===== config.mk =====
export PLATFORM = sky130hd
export DESIGN_NAME = alu
export DESIGN_NICKNAME = d
export VERILOG_FILES = /design/src/rtl/alu.sv
export SDC_FILE = /design/constraint.sdc
export NUM_CORES = 1
export LEC_CHECK = 0
export CAP_MARGIN = 20
export CORE_UTILIZATION = 61
export CTS_BUF_LIST = sky130_fd_sc_hd__clkbuf_16
export DETAILED_ROUTE_END_ITERATION = 7
export MAX_ROUTING_LAYER = met4
export PLACE_DENSITY = 0.83
export SLEW_MARGIN = 20
export SYNTH_ARGS = -nofsm -noshare
export SYNTH_HDL_FRONTEND = slang
export SYNTH_SLANG_ARGS = --single-unit

===== constraint.sdc =====
create_clock -name clk -period 1.4 [get_ports clk]
set_input_delay 0.35 -clock clk [delete_from_list [all_inputs] [get_ports clk]]
set_output_delay 0.35 -clock clk [all_outputs]
set_load 0.01 [all_outputs]

===== src/rtl/alu.sv =====
// Registered 8-bit ALU: one combinational result stage feeding a 16-bit output register.
// Operands are zero-extended to 16 bits; every command encoding is defined.
module alu (
  input  logic        clk,
  input  logic        rst,
  input  logic [7:0]  a_in,
  input  logic [7:0]  b_in,
  input  logic [3:0]  command_in,
  input  logic        enable_in,
  output logic [15:0] out
);

  typedef enum logic [3:0] {
    CmdAdd  = 4'b0000,
    CmdSub  = 4'b0001,
    CmdAnd  = 4'b0010,
    CmdOr   = 4'b0011,
    CmdNot  = 4'b0100,
    CmdXor  = 4'b0101,
    CmdNand = 4'b0110,
    CmdNor  = 4'b0111,
    CmdXnor = 4'b1000,
    CmdMul  = 4'b1001,
    CmdShl  = 4'b1010,
    CmdShr  = 4'b1011,
    CmdInc  = 4'b1100,
    CmdDec  = 4'b1101,
    CmdRol  = 4'b1110,
    CmdRor  = 4'b1111
  } cmd_e;

  logic [15:0] aExt;
  logic [15:0] bExt;
  logic [15:0] out_d;
  logic [15:0] out_q;
  cmd_e        cmd;

  assign aExt = {8'h00, a_in};
  assign bExt = {8'h00, b_in};
  assign cmd  = cmd_e'(command_in);

  always_comb begin
    out_d = out_q;
    if (enable_in) begin
      case (cmd)
        CmdAdd:  out_d = aExt + bExt;
        CmdSub:  out_d = aExt - bExt;
        CmdAnd:  out_d = {8'h00, a_in & b_in};
        CmdOr:   out_d = {8'h00, a_in | b_in};
        CmdNot:  out_d = {8'h00, ~a_in};
        CmdXor:  out_d = {8'h00, a_in ^ b_in};
        CmdNand: out_d = {8'h00, ~(a_in & b_in)};
        CmdNor:  out_d = {8'h00, ~(a_in | b_in)};
        CmdXnor: out_d = {8'h00, ~(a_in ^ b_in)};
        CmdMul:  out_d = aExt * bExt;
        CmdShl:  out_d = aExt << 1;
        CmdShr:  out_d = aExt >> 1;
        CmdInc:  out_d = aExt + 16'd1;
        CmdDec:  out_d = aExt - 16'd1;
        CmdRol:  out_d = {8'h00, a_in[6:0], a_in[7]};
        CmdRor:  out_d = {8'h00, a_in[0], a_in[7:1]};
        default: out_d = out_q;
      endcase
    end
  end

  always_ff @(posedge clk or posedge rst) begin
    if (rst) begin
      out_q <= 16'h0000;
    end else begin
      out_q <= out_d;
    end
  end

  assign out = out_q;

endmodule


==> results.yml, run 1 <==
placement:
  dpl.hpwl_mm: 14.7
  gp_congestion: 1.02
  io_buffers: 38
yosys:
  async_reset_ff_share_pct: 100
  synth_fp_nets: 730
  synth_cell_types: 65
  ys_top_cells_by_area: "ha_1, fa_1, dfrtp_1"
  synth_edf_count: 0
  avgSynthCellArea_um2: 7.79
  seq_area_frac_synth_pct: 8.56
  syn_inst: 600
  yosysTopAreaCellShare_pct: 18.5
  syn_area_um2: 4680
  yosys.area.top_type: "ha_1"
  yosys_most_used_dff: "dfrtp_1"
  yosysWarnings: 0
  synth_seq_cells: 16
clocking:
  post_cts_buffers: 18
  cts_made_buffers: 3
  cts-root-buf: "clkbuf_16"
  clockBufferDepth: 2
  cts.sinks: 16
  cts_max_level: 1
  cts.repair.resized: 209
  ctsHoldBuffers: 0
floorplan:
  die_x_um: 89.6
  rows: 31
  start_util_pct: 63.8
  die_h_um: 89.6
  ios: 39
outcome:
  haltStage: "4_1_cts"
  status: "did not finish"
  error: "[ERROR DPL-0033] detailed placement checks failed during check placement."
## synth_stat cells (4+ instances only)
master,n
nor2_1,89
ha_1,69
inv_1,67
fa_1,38
a21oi_1,30
nand2_1,30
o21ai_0,30
dfrtp_1,16
xnor2_1,15
clkbuf_1,14
nor3_1,14
nand2b_1,13
clkinv_1,12
o22ai_1,11
xor2_1,11
nand3_1,8
nor2b_1,8
a21o_1,7
mux2i_1,7
a211oi_1,6
a221oi_1,6
a31oi_1,6
a2111oi_0,5
o21bai_1,5
a211o_1,4
buf_2,4
o211ai_1,4
o21a_1,4
## per-stage QoR
step	setup WS [ns]	hold WS [ns]	area [um^2]	setup TNS, ns	std cells
floorplan	-2.74	0.264	5160	-29.81	600
global placement	-3.44	0.479	6550	-44.41	862
detailed placement	-3.60	0.483	6550	-46.39	862
## cell families after synthesis
group / Yosys count / share of synthesized area, %
AND/OR/NAND/NOR: 192 / 19.8
AO/OA/AOI/OAI: 147 / 21.3
adder cells (fa/ha/maj): 107 / 34.7
buffers and inverters: 104 / 8.96
XOR/XNOR: 26 / 4.87
flip-flops: 16 / 8.56
multiplexers: 8 / 1.74
==> run 2: changes to the inputs <==
--- a/config.mk
+++ b/config.mk
@@ -6,11 +6,9 @@
 export NUM_CORES = 1
 export LEC_CHECK = 0
 export CAP_MARGIN = 20
-export CORE_UTILIZATION = 61
-export CTS_BUF_LIST = sky130_fd_sc_hd__clkbuf_16
+export CORE_UTILIZATION = 40
 export DETAILED_ROUTE_END_ITERATION = 7
-export MAX_ROUTING_LAYER = met4
-export PLACE_DENSITY = 0.83
+export PLACE_DENSITY_LB_ADDON = 0.15
 export SLEW_MARGIN = 20
 export SYNTH_ARGS = -nofsm -noshare
 export SYNTH_HDL_FRONTEND = slang
==> results.yml, run 2 <==
global_route:
  grt_overflow_total: 0
  grt_pass1_wl_mm: 29.2
  track_usage_pct: 31.9
  grt_max_degree: 25
  grt_use_met3_pct: 5.29
  top_usage_layer: "met2"
  use_met2_pct: 53.4
  grt_antenna_before_repair: 1
  grt_pass1_vias: 5519
  grt_util_met1_pct: 41.0
detailed_routing:
  vias: 5391
  wire_per_inst_um: 19.7
  drt_wl_total_mm: 18.9
  via_per_inst: 5.62
  drtPass1Iterations: 5
  drtAntennaViolNets: 0
  drtIter0Drc: 343
  drc: 0
yosys:
  syn_inst: 600
  synth_most_common_cell: "nor2_1"
  ys_top_cells_by_area: "ha_1, fa_1, dfrtp_1"
  synth_cell_types: 65
  synth_fp_nets: 730
  seq_area_frac_synth_pct: 8.56
  yosysWarnings: 0
  synth_common_cells: "nor2_1, ha_1, inv_1, fa_1"
  synth_edf_count: 0
  yosysTopAreaCellShare_pct: 18.5
  yosys.area.top_type: "ha_1"
  synth_seq_cells: 16
  avgSynthCellArea_um2: 7.79
  syn_area_um2: 4680
  yosys_most_used_dff: "dfrtp_1"
  async_reset_ff_share_pct: 100
pwr:
  irDropWorstVdd_mv: 1.40
  power.density_nw_per_um2: 978
  p_leak_nw: 3.68
clocking:
  cts-root-buf: "clkbuf_16"
  cts.sinks: 16
  clk_pin_slew_worst_paths_ns: 0.05
  cts_made_buffers: 3
  clk_latency_ns: 0.25
  cts_tree: "yes"
  clockBufferDepth: 2
  cts_max_level: 1
timing:
  worst_pin_slew_ns: 0.574
  whs_ns: 0.410
  worst_slack_ns: -2.83
  max-slew-margin-rel_pct: 61.5
  drv_slew: 0
  timing.final.hold_violations: 0
  min_period_over_period_pct: 302
  clock.fmax_mhz: 236
  setup_viol: 16
  rsz0062_at_grt: "true"
  final.setup_skew_ns: 0
  period_needed_ns: 4.23
setup_path:
  crit_required_ns: 1.57
  cp-start-kind: "primary input"
  slowest_delay_ns: 0.55
  path_cells: "buf_8 > clkinvlp_4 > buf_6 > buf_4 > nor2_2 > ha_2 > inv_1 > fa_1 > inv_2 > fa_1 > inv_2 > fa_1 > inv_2 > ha_4 > a2111oi_4 > a21oi_2 > o21a_2 > a221oi_2 > or4b_1 > o211ai_1"
  crit_path_end_kind: "flop"
  crit_slowest_cell: "fa_1"
  cp_max_fo: 4
  worstSetupPathType: "in2reg"
  critPathArrivalTime_ns: 4.40
cells_and_area:
  largest_register_ffs: 16
  design_area_um2: 7900
  area_growth_pct: 69.0
  final_util_pct: 69.2
  layout_common_cells: "buf_4, nor2_1, inv_1"
  fillCellCount: 866
  drive_gt1_share_pct: 46.9
  layout_commonest_cell: "buf_4"
  antenna_cells: 0
  fin_nets: 948
outcome:
  status: "finished, violations left"
  violations: "negative setup slack"
floorplan:
  rows: 39
  core-area_um2: 11400
  die_area_um2: 12100
  die_h_um: 110
  start_util_pct: 40.9
  die_x_um: 110
  ios: 39
placement:
  dpl_cell_area_um2: 6670
  pre_cts_slack_ns: -3.57
  gp_congestion: 0.950
  io_buffers: 38
  dpl.hpwl_mm: 13.9
job:
  drv_cap: 0
min_path:
  hold_class: "in2async"
## run 2: cell counts after synthesis
Identical to the previous run, type by type.
## run 2: kinds of logic after synthesis
kind of cell / synth area share, %
xor+xnor: 4.87
simple gates: 19.8
flops: 8.56
mux: 1.74
compound gates: 21.3
buf+inv: 8.96
fa+ha+maj: 34.7
## run 2: what timing repair did
action | CTS | global route
resized for setup | 236 | 79
setup buffers | 28 | 16
gates cloned | 4 | 0
endpoints found under the hold margin | 0 | 0
endpoints found under the setup margin | 32 | 16
pin swaps | 70 | 71
hold buffers | 0 | 0
## run 2: cell type report
cell class,count,area (um^2),share of cell area (%)
multi-input combinational,480,4680,59.2
timing repair buffer,238,2160,27.4
sequential,16,400,5.07
inverter,79,395,5.00
tap,143,179,2.26
clock buffer,4,88.8,1.12
## run 2: critical path, delay by kind of cell
family	cells	cell delay (ns)
AO/OA/AOI/OAI	5	0.88
buffers and inverters	8	0.70
adder cells (fa/ha/maj)	5	1.90
AND/OR/NAND/NOR	2	0.56
## run 2: routing by layer
layer | vias up | part of all wire, % | wire, um
met5 | - | 0.064 | 12
met3 | 55 | 6.0 | 1140
met1 | 2586 | 42 | 7850
met4 | 2 | 4.0 | 752
li1 | 2526 | - | -
met2 | 222 | 48 | 9130
## run 2: final timing paths
check / slack (ns) / from / depth (start not counted) / endpoint
setup reg to reg: 0 / out[15] / 2 / out[15]
setup / recovery: -2.83 / b_in[6] / 20 / out[14]
hold / removal: 0.41 / rst / 3 / out[9]
hold reg to reg: 0.49 / out[11] / 1 / out[11]
min in group clk: 0.49 / out[11] / 1 / out[11]
max in group asynchronous: 0.80 / rst / 3 / out[0]
## run 2: report_power, final
group / switching, mW / internal [mW]
clock network: 0.197 / 0.435
logic: 3.14 / 3.38
registers: 0.0374 / 0.533
total: 3.38 / 4.35
## run 2: through the flow
step / cells / TNS [ns] / total power [mW]
after floorplan: 600 / -29.81 / 3.62
after detailed placement: 914 / -46.49 / 5.35
after global placement: 914 / -45.60 / 5.22
after CTS: 949 / -33.57 / 7.16
final: 960 / -32.26 / 7.73
after global routing: 960 / -34.37 / 8.29
(Power assumes the default switching activity.)
==> run 3: changes to the inputs <==
--- a/config.mk
+++ b/config.mk
@@ -6,7 +6,11 @@
 export NUM_CORES = 1
 export LEC_CHECK = 0
 export CAP_MARGIN = 20
-export CORE_UTILIZATION = 40
+export CELL_PAD_IN_SITES_DETAIL_PLACEMENT = 2
+export CELL_PAD_IN_SITES_GLOBAL_PLACEMENT = 2
+export CORE_MARGIN = 2
+export CORE_UTILIZATION = 36
+export CTS_BUF_LIST = sky130_fd_sc_hd__clkbuf_8
 export DETAILED_ROUTE_END_ITERATION = 7
 export PLACE_DENSITY_LB_ADDON = 0.15
 export SLEW_MARGIN = 20
==> results.yml, run 3 <==
placement:
  pre_cts_slack_ns: -3.86
  dpl_cell_area_um2: 6700
  io_buffers: 38
  gp_congestion: 0.944
  dp.cells: 943
  dpl.hpwl_mm: 21.2
yosys:
  syn_area_um2: 4680
  synth_cell_types: 65
  avgSynthCellArea_um2: 7.79
  ys_top_cells_by_area: "ha_1, fa_1, dfrtp_1"
  synth_edf_count: 0
  synth_common_cells: "nor2_1, ha_1, inv_1, fa_1"
  synth_most_common_cell: "nor2_1"
  synth_seq_cells: 16
  syn_inst: 600
  yosys.area.top_type: "ha_1"
  async_reset_ff_share_pct: 100
  yosysWarnings: 0
  yosys_most_used_dff: "dfrtp_1"
  synth_fp_nets: 730
  yosysTopAreaCellShare_pct: 18.5
  seq_area_frac_synth_pct: 8.56
clocking:
  cts-root-buf: "clkbuf_8"
  post_cts_buffers: 32
  cts.sinks: 16
  cts_max_level: 1
  cts_made_buffers: 3
  ctsHoldBuffers: 0
  cts.repair.resized: 261
  clockBufferDepth: 2
outcome:
  status: "did not finish"
  error: "[ERROR DPL-0033] detailed placement checks failed during check placement."
  haltStage: "4_1_cts"
floorplan:
  die_h_um: 118
  die_x_um: 118
  ios: 39
  rows: 41
  start_util_pct: 36.9
==> run 3: kinds of logic after synthesis <==
logic type      synth area share (%)
compound gates                  21.3
buf+inv                         8.96
xor+xnor                        4.87
simple gates                    19.8
mux                             1.74
fa+ha+maj                       34.7
flops                           8.56
==> run 3: stage by stage <==
stage | hold WS, ns | util (%)
after detailed placement | 0.487 | 52.9
after global placement | 0.472 | 52.9
after floorplan | 0.264 | -
